===== config.mk =====
export PLATFORM = sky130hd
export DESIGN_NAME = bg_scene_scheduler
export DESIGN_NICKNAME = d
export VERILOG_FILES = /design/src/rtl/bg_sched_pkg.sv /design/src/rtl/bg_frame_tick.sv /design/src/rtl/bg_scene_scheduler.sv
export SDC_FILE = /design/constraint.sdc
export NUM_CORES = 1
export LEC_CHECK = 0
export CORE_MARGIN = 2
export CORE_UTILIZATION = 50
export DETAILED_ROUTE_END_ITERATION = 10
export DONT_BUFFER_PORTS = 1
export MAX_ROUTING_LAYER = met4
export PLACE_DENSITY = 0.64
export SETUP_SLACK_MARGIN = 0.02
export SYNTH_ARGS = -nofsm -noshare
export SYNTH_HDL_FRONTEND = slang
export SYNTH_HIERARCHICAL = 1
export SYNTH_SLANG_ARGS = --single-unit

===== constraint.sdc =====
create_clock -name clk -period 2.85 [get_ports clk]
set_clock_uncertainty 0.2 [all_clocks]
set_input_delay 0.285 -clock clk [delete_from_list [all_inputs] [get_ports clk]]
set_output_delay 0.285 -clock clk [all_outputs]
set_load 0.05 [all_outputs]

===== src/rtl/bg_sched_pkg.sv =====
// Shared types, scene codes and scene-selection helpers for the background scene scheduler.
package bg_sched_pkg;

  typedef enum logic [1:0] {
    StIdle   = 2'd0,
    StShow   = 2'd1,
    StBlank  = 2'd2,
    StManual = 2'd3
  } state_e;

  localparam logic [1:0] SCENE_DUNES   = 2'd0;
  localparam logic [1:0] SCENE_PLANETS = 2'd1;
  localparam logic [1:0] SCENE_MARIO   = 2'd2;
  localparam logic [1:0] SCENE_NONE    = 2'd3;
  localparam int unsigned NUM_SCENES   = 3;

  function automatic logic in_mask(input logic [2:0] mask, input logic [1:0] s);
    case (s)
      SCENE_DUNES:   return mask[0];
      SCENE_PLANETS: return mask[1];
      SCENE_MARIO:   return mask[2];
      default:       return 1'b0;
    endcase
  endfunction

  function automatic logic [2:0] scene_onehot(input logic [1:0] s);
    case (s)
      SCENE_DUNES:   return 3'b001;
      SCENE_PLANETS: return 3'b010;
      SCENE_MARIO:   return 3'b100;
      default:       return 3'b000;
    endcase
  endfunction

  function automatic logic [1:0] lowest_scene(input logic [2:0] mask);
    if (mask[0])      return SCENE_DUNES;
    else if (mask[1]) return SCENE_PLANETS;
    else if (mask[2]) return SCENE_MARIO;
    else              return SCENE_NONE;
  endfunction

  // Search order (s+1)%3, (s+2)%3, then s itself so a lone scene reloads.
  function automatic logic [1:0] next_scene(input logic [1:0] s, input logic [2:0] mask);
    logic [1:0] c1;
    logic [1:0] c2;
    c1 = (s >= 2'd2) ? 2'd0 : s + 2'd1;
    c2 = (s == 2'd0) ? 2'd2 : s - 2'd1;
    if (in_mask(mask, c1))      return c1;
    else if (in_mask(mask, c2)) return c2;
    else                        return s;
  endfunction

endpackage


===== src/rtl/bg_frame_tick.sv =====
// Registers vsync and produces a one-clock frame tick on its rising edge.
module bg_frame_tick (
  input  logic clk_i,
  input  logic rst_ni,
  input  logic vsync_i,
  output logic tick_o
);

  logic vsync_q;
  logic armed_q, armed_d;

  // Ticks stay blocked after reset until vsync has been seen low once.
  always_comb begin
    armed_d = armed_q | ~vsync_i;
  end

  always_ff @(posedge clk_i or negedge rst_ni) begin
    if (!rst_ni) begin
      vsync_q <= 1'b0;
      armed_q <= 1'b0;
    end else begin
      vsync_q <= vsync_i;
      armed_q <= armed_d;
    end
  end

  assign tick_o = vsync_i & ~vsync_q & armed_q;

endmodule


===== src/rtl/bg_scene_scheduler.sv =====
// Rotates background scenes on frame ticks with optional blank gaps and a manual override.
module bg_scene_scheduler
  import bg_sched_pkg::*;
#(
  parameter int unsigned HOLD_W  = 8,
  parameter int unsigned BLANK_W = 4
) (
  input  logic               clk,
  input  logic               rst_n,
  input  logic               enable,
  input  logic               manual,
  input  logic [1:0]         manual_sel,
  input  logic [2:0]         scene_mask,
  input  logic [HOLD_W-1:0]  hold_frames,
  input  logic [BLANK_W-1:0] blank_frames,
  input  logic               vsync,
  input  logic               irq_clr,
  output logic [2:0]         bg_en,
  output logic [1:0]         scene,
  output logic [HOLD_W-1:0]  frame_cnt,
  output logic [1:0]         state,
  output logic               scene_irq
);

  logic              tick;
  state_e            state_q, state_d;
  logic [1:0]        scene_q, scene_d;
  logic [2:0]        bg_en_q, bg_en_d;
  logic [HOLD_W-1:0] cnt_q, cnt_d, cnt_inc;
  logic              irq_q, irq_d, irq_set;
  logic              hold_hit, blank_hit, step;
  logic [1:0]        nxt;

  bg_frame_tick u_frame_tick (
    .clk_i  (clk),
    .rst_ni (rst_n),
    .vsync_i(vsync),
    .tick_o (tick)
  );

  always_comb begin
    state_d   = state_q;
    scene_d   = scene_q;
    bg_en_d   = bg_en_q;
    cnt_d     = cnt_q;
    irq_set   = 1'b0;
    cnt_inc   = (cnt_q == '1) ? cnt_q : cnt_q + HOLD_W'(1);
    hold_hit  = (hold_frames != '0) && (cnt_q == hold_frames - HOLD_W'(1));
    // A zero blank count mid-BLANK would otherwise never match, so treat it as done.
    blank_hit = (blank_frames == '0) ||
                (cnt_q == HOLD_W'(blank_frames - BLANK_W'(1)));
    step      = hold_hit || !in_mask(scene_mask, scene_q);
    nxt       = next_scene(scene_q, scene_mask);

    if (tick && manual && state_q != StManual) begin
      state_d = StManual;
      scene_d = manual_sel;
      bg_en_d = scene_onehot(manual_sel);
      cnt_d   = '0;
    end else begin
      unique case (state_q)
        StIdle: begin
          if (tick && enable && scene_mask != 3'b000) begin
            state_d = StShow;
            scene_d = lowest_scene(scene_mask);
            bg_en_d = scene_onehot(lowest_scene(scene_mask));
            cnt_d   = '0;
          end
        end
        StShow, StBlank: begin
          if (!enable || scene_mask == 3'b000) begin
            state_d = StIdle;
            bg_en_d = 3'b000;
            cnt_d   = '0;
          end else if (tick) begin
            if ((state_q == StShow && step) || (state_q == StBlank && blank_hit)) begin
              cnt_d = '0;
              if (state_q == StShow && blank_frames != '0) begin
                state_d = StBlank;
                bg_en_d = 3'b000;
              end else begin
                state_d = StShow;
                scene_d = nxt;
                bg_en_d = scene_onehot(nxt);
                irq_set = 1'b1;
              end
            end else begin
              cnt_d = cnt_inc;
            end
          end
        end
        StManual: begin
          if (tick) begin
            if (!manual) begin
              state_d = StIdle;
              bg_en_d = 3'b000;
            end else begin
              scene_d = manual_sel;
              bg_en_d = scene_onehot(manual_sel);
            end
          end
        end
        default: begin
          state_d = StIdle;
          bg_en_d = 3'b000;
          cnt_d   = '0;
        end
      endcase
    end

    irq_d = irq_set | (irq_q & ~irq_clr);
  end

  always_ff @(posedge clk or negedge rst_n) begin
    if (!rst_n) begin
      state_q <= StIdle;
      scene_q <= SCENE_DUNES;
      bg_en_q <= 3'b000;
      cnt_q   <= '0;
      irq_q   <= 1'b0;
    end else begin
      state_q <= state_d;
      scene_q <= scene_d;
      bg_en_q <= bg_en_d;
      cnt_q   <= cnt_d;
      irq_q   <= irq_d;
    end
  end

  assign bg_en     = bg_en_q;
  assign scene     = scene_q;
  assign frame_cnt = cnt_q;
  assign state     = state_q;
  assign scene_irq = irq_q;

endmodule


==> results.sh <==
export IMPL_power_leakage_nw=0.922
export IMPL_finalCritPeriodShare_pct=92.3
export IMPL_syn_num_nets=264
export IMPL_drv_slew=0
export IMPL_finalSetupViolations=0
export IMPL_period_minus_slack_ns=2.63
export IMPL_via_count=1850
export IMPL_drc=0
export IMPL_wl_mm=4.87
export IMPL_switching_power_mw=1.03
export IMPL_end_kind="flop"
export IMPL_clk_pin_slew_ns=0.07
export IMPL_max_stage_delay_ns=0.41
export IMPL_synthCells=226
export IMPL_total_power_mw=1.95
export IMPL_startpoint_type="flop"
export IMPL_gp_congestion=0.870
export IMPL_max_vdd_ir_drop_v=0.000594
export IMPL_cts_made_buffers=3
export IMPL_cts_hold_buf=2
export IMPL_swShare_pct=52.6
export IMPL_root_buffer="clkbuf_8"
export IMPL_crit_path_max_fanout=9
export IMPL_clkPwrFrac_pct=9.0
export IMPL_maxSlewHeadroom_pct=47.3
export IMPL_yosysUniqueCellTypes=58
export IMPL_r2r_cells=8
export IMPL_routedWlPerCell_um=17.2
export IMPL_diodes=0
export IMPL_first_iter_violations=105
export IMPL_intPower_mw=0.925
export IMPL_cts_buffer_depth=2
export IMPL_synth_top_area_share_pct=23.3
export IMPL_cp_slowest_cell="dfrtp_1"
export IMPL_clkSinkCount=18
export IMPL_netlist_area_mm2=0.00193
export IMPL_grt_pass1_vias=1719
export IMPL_synth_async_reset_ratio_pct=100
export IMPL_dr_pass1_iters=5
export IMPL_antenna_found_initial=0
export IMPL_timing_fmax_ghz=0.380
export IMPL_synth_area_leader_cell="dfrtp_1"
export IMPL_hp_class="in -> reg"
export IMPL_tritoncts="built"
export IMPL_crit_required_ns=2.83
export IMPL_power_frac_seq_pct=22.1
export IMPL_cap_violations=0
export IMPL_ant_nets=0
export IMPL_worstSkewPairLatency_ns=0.26
export IMPL_reg2reg_to="state[0]"
export IMPL_postCtsSetupBuffers=0
export IMPL_rrSetupSlack_ns=0.22
export IMPL_nNetsFinal=275
export IMPL_vias_per_cell=6.54
export IMPL_grt_overflow=0
export IMPL_yosysSeqAreaShare_pct=23.3
export IMPL_dp_hpwl_mm=3.75
export IMPL_synthFlopType="dfrtp_1"
export IMPL_die_area_mm2=0.00438
export IMPL_ys_ff_latch=18
export IMPL_avgSynthCellArea_um2=8.55
export IMPL_yosysWarnings=6
export IMPL_rsz0062_at_grt="false"
export IMPL_r2r_start="scene[0]"
export IMPL_crit_chain="inv_1, ha_1, a222oi_1, o21a_1, a211oi_1, o31ai_4, nand2b_1, a32oi_1"
export IMPL_status="complete, no violations"
export IMPL_num_fill_cells=355
export IMPL_final_cell_mix="dfrtp_1, buf_4, a21oi_1"
export IMPL_power_frac_comb_pct=68.9
export IMPL_cp_arrival_ns=2.61
export IMPL_crit_type="reg -> reg"
export IMPL_htreeDepth=1
export IMPL_tightest_slew_ns=0.788
export IMPL_power_density_mw_per_mm2=920
export IMPL_holdPathStages=2
export IMPL_core_area_mm2=0.00369
export IMPL_cts_resized=0
export IMPL_fin_tns_setup_ns=0
export IMPL_final_common_cell="dfrtp_1"
export IMPL_die_h_um=66.2
export IMPL_grt_first_pass_wirelength_mm=8.00
export IMPL_io_buffers=0
export IMPL_start_util_pct=52.4
export IMPL_num_rows=22
export IMPL_area_delta_synth_final_pct=9.78
export IMPL_min_from="irq_clr"
export IMPL_grt_max_degree=19
export IMPL_io_pins=39
export IMPL_chipWidth_um=66.2
export IMPL_synth_area_leaders="dfrtp_1, ha_1, xor2_1"
export IMPL_worst_hold_path_endpoint="scene_irq"
export IMPL_grt_usage_pct=24.0
export IMPL_synth_edf_count=0
export IMPL_timing_hold_violations_final=0
export IMPL_drive_gt1_share_pct=14.5
## worst max-delay path: cells and delay by family (launching register included)
kind            cells  cell delay [ns]
fa+ha+maj           1             0.24
simple gates        1             0.37
flops               1             0.41
compound gates      5             1.14
buf+inv             1             0.18
## synth_stat cells, drive strengths merged, types with 2 or more instances
cell type and count:
o211ai 3, a22oi 4, xnor2 6, o31a 2, buf 2, mux2 4, a22o 2, o2bb2ai 2
ha 15, nor2 15, o21ai 14, mux2i 2, nand2b 7, a2bb2oi 2, nand4 7, inv 12
nand2 10, and4 3, a41oi 4, nor3 6, a21o 2, a2111oi 2, a21oi 17, a31oi 3
a41o 2, a211oi 2, nor4 2, nand3 6, nand3b 4, a32oi 3, clkbuf 11, xor2 10
nor2b 4, dfrtp 18, o31ai 4
## metrics by stage
stage	cells	setup slack (ns)	hold WS, ns	utilization [%]	cell area, um2
floorplan	226	0.119	-0.211	-	1930
global placement	278	0.232	-0.210	55.8	2060
detailed placement	278	0.128	-0.210	55.8	2060
CTS	283	0.214	0.0996	57.5	2120
global route	283	0.0912	0.110	57.5	2120
finish	283	0.218	0.103	57.5	2120
## flip-flops by register name, indices dropped and copies added, names as in the netlist
name and flops:
u_frame_tick/armed_q 1, scene_irq 1, bg_en 3, frame_cnt 8, u_frame_tick/vsync_q 1, scene 2
state 2
## metal layers
layer | GRT usage, % | routed length, um | vias to the layer above
li1 | - | - | 867
met1 | 32.7 | 2180 | 901
met2 | 37.8 | 2360 | 77
met3 | 3.41 | 282 | 5
met4 | 6.12 | 51 | 0
met5 | - | 0 | -
## kinds of logic (layout without fill, tap and decap cells)
| family | after synthesis | after routing | share of synthesized area [%] |
|---|---|---|---|
| buffers and inverters | 25 | 34 | 5.44 |
| flip-flops | 18 | 18 | 23.3 |
| XOR/XNOR | 16 | 16 | 7.25 |
| adder cells (fa/ha/maj) | 15 | 15 | 9.72 |
| multiplexers | 6 | 6 | 4.15 |
| AO/OA/AOI/OAI | 77 | 77 | 30.1 |
| AND/OR/NAND/NOR | 69 | 69 | 20.1 |
## how the worst max path moves through the flow
stage                              start            to  slack, ns
after floorplan                 state[0]  frame_cnt[0]       0.12
final                           scene[0]      state[0]       0.22
after global routing            scene[0]      state[0]       0.09
after global placement    hold_frames[0]      state[0]       0.23
after detailed placement  hold_frames[0]      state[0]       0.13
after CTS                       scene[0]      state[0]       0.21
## power by group through the flow
stage	Clock, mW	Combinational (mW)	Sequential (mW)
floorplan	0	0.896	0.555
global placement	0	1.27	0.435
detailed placement	0	1.31	0.438
CTS	0.183	1.33	0.433
global route	0.191	1.46	0.440
finish	0.176	1.34	0.432
## area by class of cell
cell class,count,area [um2],share of cell area (%)
inverter,12,45.0,2.12
multi-input combinational,183,1380,64.9
tap,48,60.1,2.83
timing repair buffer,19,148,6.96
clock buffer,3,41.3,1.95
sequential,18,450,21.2
No activity file was read; power rests on OpenSTA's default activity.
